===== config.mk =====
export PLATFORM = sky130hd
export DESIGN_NAME = encoder_proj
export DESIGN_NICKNAME = d
export VERILOG_FILES = /design/src/rtl/encoder_proj_pkg.sv /design/src/rtl/encoder_proj_rr_arbiter.sv /design/src/rtl/encoder_proj.sv
export SDC_FILE = /design/constraint.sdc
export NUM_CORES = 1
export LEC_CHECK = 0
export ABC_CLOCK_PERIOD_IN_PS = 4100
export BUFFER_PORTS_ARGS = -buffer_cell sky130_fd_sc_hd__buf_4
export CAP_MARGIN = 15
export CORE_UTILIZATION = 53
export CTS_BUF_LIST = sky130_fd_sc_hd__clkbuf_8
export DETAILED_ROUTE_END_ITERATION = 12
export PLACE_DENSITY = 0.78
export SLEW_MARGIN = 10
export SYNTH_ARGS = -nofsm -noshare
export SYNTH_HDL_FRONTEND = slang
export SYNTH_SLANG_ARGS = --single-unit

===== constraint.sdc =====
create_clock -name clk -period 4.1 [get_ports clk]
set_clock_uncertainty 0.05 [all_clocks]
set_input_delay 0.205 -clock clk [delete_from_list [all_inputs] [get_ports clk]]
set_output_delay 0.205 -clock clk [all_outputs]
set_load 0.01 [all_outputs]

===== src/rtl/encoder_proj_pkg.sv =====
// Shared definitions for the encoder_proj / decoder_proj code-word link.
// Holds the code-word field layout, the request/index widths, the frame
// state enum and the index parity helper.
package encoder_proj_pkg;

    localparam int unsigned N_REQ      = 8;
    localparam int unsigned IDX_W      = 3;
    localparam int unsigned SEQ_W      = 2;
    localparam int unsigned HOLD_W     = 4;
    localparam int unsigned CODE_W     = 7;

    localparam int unsigned STROBE_BIT = 6;
    localparam int unsigned SEQ_LSB    = 4;
    localparam int unsigned PAR_BIT    = 3;
    localparam int unsigned IDX_LSB    = 0;

    typedef enum logic [1:0] {
        IDLE   = 2'd0,
        STROBE = 2'd1,
        GAP    = 2'd2
    } state_t;

    // Code word as it appears on the pads, MSB first: strobe, seq, parity, index.
    typedef struct packed {
        logic             strobe;
        logic [SEQ_W-1:0] seq;
        logic             par;
        logic [IDX_W-1:0] idx;
    } code_t;

    // Parity bit that makes {parity, idx} an even-weight nibble.
    function automatic logic idx_parity(input logic [IDX_W-1:0] idx);
        return ^idx;
    endfunction

endpackage


===== src/rtl/encoder_proj_rr_arbiter.sv =====
// enc_rr_arbiter: combinational round-robin picker.
// Ports:
//   pending   - request bitmap to choose from
//   ptr       - highest-priority position; search runs upward and wraps 7->0
//   gnt_valid - some pending bit is set
//   gnt_idx   - index of the first set bit found from ptr
module enc_rr_arbiter
    import encoder_proj_pkg::*;
(
    input  logic [N_REQ-1:0] pending,
    input  logic [IDX_W-1:0] ptr,
    output logic             gnt_valid,
    output logic [IDX_W-1:0] gnt_idx
);

    logic [IDX_W-1:0] cand;

    // Walk the eight positions starting at ptr; the index adder wraps naturally.
    always_comb begin
        gnt_valid = 1'b0;
        gnt_idx   = '0;
        cand      = '0;
        for (int unsigned i = 0; i < N_REQ; i++) begin
            cand = ptr + IDX_W'(i);
            if (!gnt_valid && pending[cand]) begin
                gnt_valid = 1'b1;
                gnt_idx   = cand;
            end
        end
    end

endmodule


===== src/rtl/encoder_proj.sv =====
// encoder_proj: latches request pulses, arbitrates them round-robin and
// sends one strobed 7-bit code word per grant on the io pads.
// Ports:
//   clk, rst_n - clock, asynchronous active-low reset
//   en_i       - transmitter enable; gates new grants and drives io_oeb
//   req_i      - request pulses, OR-ed into the pending register
//   io_out     - code word {strobe, seq[1:0], parity, idx[2:0]}
//   io_oeb     - pad output enable, active-low
//   pending_o  - pending-request register
//   busy_o     - frame in progress
module encoder_proj
    import encoder_proj_pkg::*;
#(
    parameter int unsigned HOLD_CYCLES = 2
) (
    input  logic              clk,
    input  logic              rst_n,
    input  logic              en_i,
    input  logic [N_REQ-1:0]  req_i,
    output logic [CODE_W-1:0] io_out,
    output logic [CODE_W-1:0] io_oeb,
    output logic [N_REQ-1:0]  pending_o,
    output logic              busy_o
);

    state_t            state, state_nx;
    logic [HOLD_W-1:0] hold_cnt, hold_nx;
    logic [SEQ_W-1:0]  seq, seq_nx;
    logic [IDX_W-1:0]  ptr, ptr_nx;
    code_t             code, code_nx;
    logic [N_REQ-1:0]  pending_nx;
    logic [N_REQ-1:0]  clr_mask_c;
    logic              gnt_valid_c;
    logic [IDX_W-1:0]  gnt_idx_c;

    enc_rr_arbiter u_arb (
        .pending   (pending_o),
        .ptr       (ptr),
        .gnt_valid (gnt_valid_c),
        .gnt_idx   (gnt_idx_c)
    );

    // Next-state, frame word and pending update.
    always_comb begin
        state_nx   = state;
        hold_nx    = hold_cnt;
        seq_nx     = seq;
        ptr_nx     = ptr;
        code_nx    = code;
        clr_mask_c = '0;

        case (state)
            IDLE: begin
                code_nx.strobe = 1'b0;
                if (en_i && gnt_valid_c) begin
                    clr_mask_c     = N_REQ'(1) << gnt_idx_c;
                    ptr_nx         = gnt_idx_c + IDX_W'(1);
                    code_nx.strobe = 1'b1;
                    code_nx.seq    = seq;
                    code_nx.par    = idx_parity(gnt_idx_c);
                    code_nx.idx    = gnt_idx_c;
                    hold_nx        = HOLD_W'(HOLD_CYCLES - 1);
                    state_nx       = STROBE;
                end
            end
            STROBE: begin
                if (hold_cnt != '0) begin
                    hold_nx = hold_cnt - HOLD_W'(1);
                end else begin
                    code_nx.strobe = 1'b0;
                    seq_nx         = seq + SEQ_W'(1);
                    state_nx       = GAP;
                end
            end
            GAP: begin
                state_nx = IDLE;
            end
            default: begin
                state_nx = IDLE;
            end
        endcase

        // A request landing on the bit being cleared keeps it set.
        pending_nx = (pending_o & ~clr_mask_c) | req_i;
    end

    // State and output registers.
    always_ff @(posedge clk or negedge rst_n) begin
        if (!rst_n) begin
            state     <= IDLE;
            hold_cnt  <= '0;
            seq       <= '0;
            ptr       <= '0;
            code      <= '0;
            pending_o <= '0;
            io_oeb    <= {CODE_W{1'b1}};
            busy_o    <= 1'b0;
        end else begin
            state     <= state_nx;
            hold_cnt  <= hold_nx;
            seq       <= seq_nx;
            ptr       <= ptr_nx;
            code      <= code_nx;
            pending_o <= pending_nx;
            io_oeb    <= {CODE_W{~en_i}};
            busy_o    <= (state_nx != IDLE);
        end
    end

    assign io_out = code;

endmodule


==> impl_metrics.toml <==
[worst_setup_path]
path_delay_family = "simple AND/OR/NAND/NOR gates"
critical_path.slowest_cell = "mux4_2"
crit_buf_inv = 1
cp.required_ps = 4260
r2r-start = "ptr[1]$_DFFE_PN0P_"
endpoint = "io_out[3]$_DFFE_PN0P_"
cp-end-kind = "flip-flop"
path_cells = "inv_1, ha_2, mux4_2, mux2i_1, nand3_2, or2_1, o2111ai_1, nand2_1, ha_1, or4_1, a31oi_1"
startpoint = "ptr[1]$_DFFE_PN0P_"
timing.rr.end = "io_out[3]$_DFFE_PN0P_"
reg2reg_slack_ps = 270
worstSetupStartpointType = "flip-flop"
max_stage_delay_ps = 520
cp_max_fo = 8
critPathKind = "flip-flop to flip-flop"
critPathArrivalTime_ps = 3990
cp_num_cells = 11
r2r_cells = 11

[route]
routed_via_density = 6.03
wl_per_cell_um = 16.0
antenna_left = 0
totalWireLength_um = 4690
post-route-drc-count = 0
vias = 1761
first_pass_iters = 4
drt_iter0_drc = 119

[yosys]
synth_area_leader_cell = "dfrtp_1"
async_flop_share_pct = 100
ys_ff_latch = 28
yosysTopAreaCellShare_pct = 31.5
synthCells = 217
synth_edf_count = 0
ys_top_cells_by_area = "dfrtp_1 (32%), mux4_2 (15%), ha_1 (5.3%)"
netlist_area_um2 = 2140
ys.flop_type = "dfrtp_1"
ys.warnings.count = 0
syn-num-nets = 237
avgSynthCellArea_um2 = 9.87
ys_types = 55
yosysSeqAreaShare_pct = 32.8

[cts]
cts_max_path_buffers = 2
post_cts_buffers = 0
cts_tree = "yes"
cts_sinks = 28
clk_latency_ps = 280
cts-root-buf = "clkbuf_8"
cts_made_buffers = 3
h-tree-depth = 1
cts.clk_slew.worst_paths_ps = 90

[timing]
hold_ws_ps = 62.5
report.final.slew_viol_count = 0
finalSetupTns_ps = 0
setup_viol = 0
rsz0062_at_grt = "false"
final.period_utilization_pct = 93.5
hold_viol_final = 0
max_freq_mhz = 261
worst_pin_slew_ps = 548
finalCriticalPeriod_ps = 3830
relSlewSlack_pct = 63.2

[global_routing]
antenna_found_initial = 0
grt_overflow = 0
grt_pass1_wl_um = 7950
gr-usage-all-layers_pct = 24.5
grt_max_degree = 29
first_global_vias = 1604

[die]
fp.dieW_um = 65.6
core.rowCount = 22
start_util_pct = 56.8
core_area_um2 = 3770
io_pins = 34
chipHeight_um = 65.6
dieArea_um2 = 4300

[layout]
final_nets = 265
final_common_cell = "buf_4"
drive_gt1_share_pct = 28.3
syn2layout_area_growth_pct = 15.8
final_cells = 292
fin_area_um2 = 2480
layout_common_cells = "buf_4 (37), dfrtp_1 (27), nand2_1 (22)"
n_antenna_cell = 0

[placement]
portBuffers = 33
gp_congestion = 0.846
placed_cell_area_um2 = 2380
dp_hpwl_um = 3390
dpl.cell_count = 286

[power_and_ir_drop]
power_density_nw_per_um2 = 691
vdd_drop_max_uv = 387
p_leak_uw = 0.00104

[flow_run]
drv_cap = 0

[outcome]
status = "complete, no violations"

[min_path]
hold_class = "input port to flip-flop"
[cell type report]
class                   count  area [um2]
multi-input cells         161        1300
fillers                   302        1290
flip-flops and latches     28         702
repair buffers             39         298
well taps                  48        60.1
inverters                  12        45.0
clock buffers               3        41.3
clock inverters             1        30.0
[repair_timing]
| item | CTS | global route |
|---|---|---|
| endpoints found under the hold margin | 28 | 0 |
| setup endpoints to repair | 0 | 1 |
| hold buffers | 2 | 0 |
| resized for setup | 0 | 2 |
[stage by stage]
step / total power, uW / util [%] / setup slack (ps)
6_report: 1710 / 65.8 / 268
5_1_grt: 1850 / 65.8 / 49.3
3_5_place_dp: 1480 / 63.2 / 234
4_1_cts: 1710 / 65.6 / 198
3_3_place_gp: 1470 / 63.2 / 366
2_1_floorplan: 1230 / - / 265
[how the worst min path moves through the flow]
stage          startpoint                     end  slack (ps)  cells after the start
6_report         req_i[7]  pending_o[7]$_DFF_PN0_          60                      2
5_1_grt          req_i[7]  pending_o[7]$_DFF_PN0_          50                      2
4_1_cts          req_i[7]  pending_o[7]$_DFF_PN0_          60                      2
3_5_place_dp        rst_n  pending_o[1]$_DFF_PN0_          90                      1
3_3_place_gp        rst_n  pending_o[1]$_DFF_PN0_          90                      1
2_1_floorplan       rst_n        busy_o$_DFF_PN0_        -140                      0
[cells in the mapped netlist, types with 2 or more instances]
| master | n |
|---|---|
| dfrtp_1 | 27 |
| nand2_1 | 22 |
| nor2_1 | 21 |
| a21oi_1 | 14 |
| mux4_2 | 14 |
| inv_1 | 11 |
| ha_1 | 9 |
| mux2i_1 | 7 |
| nor3b_1 | 7 |
| buf_4 | 6 |
| o21ai_1 | 6 |
| buf_2 | 5 |
| and3_1 | 4 |
| nor3_1 | 4 |
| o21ai_0 | 4 |
| xnor2_1 | 4 |
| a21o_1 | 3 |
| mux2_2 | 3 |
| nand2b_1 | 3 |
| xor2_1 | 3 |
| and2_1 | 2 |
| buf_6 | 2 |
| clkbuf_1 | 2 |
| mux2_1 | 2 |
| mux2i_2 | 2 |
[per-layer routing]
layer	track usage [%]	vias up	wire (um)
li1	-	831	-
met4	5.98	0	50
met3	2.78	5	242
met2	38.4	55	2310
met1	36.2	870	2080
met5	0	-	0
[kinds of logic (layout without fill, tap and decap cells)]
logic type	count (synthesis)	after routing	share of synthesized area, %
buf+inv	28	55	6.95
compound gates	43	43	12.9
flops	28	28	32.8
mux	28	28	21.9
xor+xnor	7	7	2.86
fa+ha+maj	9	9	5.26
simple gates	74	74	17.4
[worst reg2reg max path, delay by kind of cell, from the launching register on]
family	cells	cell delay, ps
simple gates	4	1160
fa+ha+maj	2	860
mux	2	820
compound gates	2	400
flops	1	350
buf+inv	1	110
[state kept, by name (all words and copies together) (netlist names)]
name	flops
ptr	3
io_oeb	1
hold_cnt	4
state	2
io_out	7
busy_o	1
pending_o	8
seq	2
[report_power, final]
group,leakage [uW],switching [uW],internal [uW]
Combinational,0.000691,539,480
Sequential,0.000315,99.9,377
Clock,0.0000357,86.5,131
Total,0.00104,725,988
Note: power is estimated with default switching activity, not from simulation.
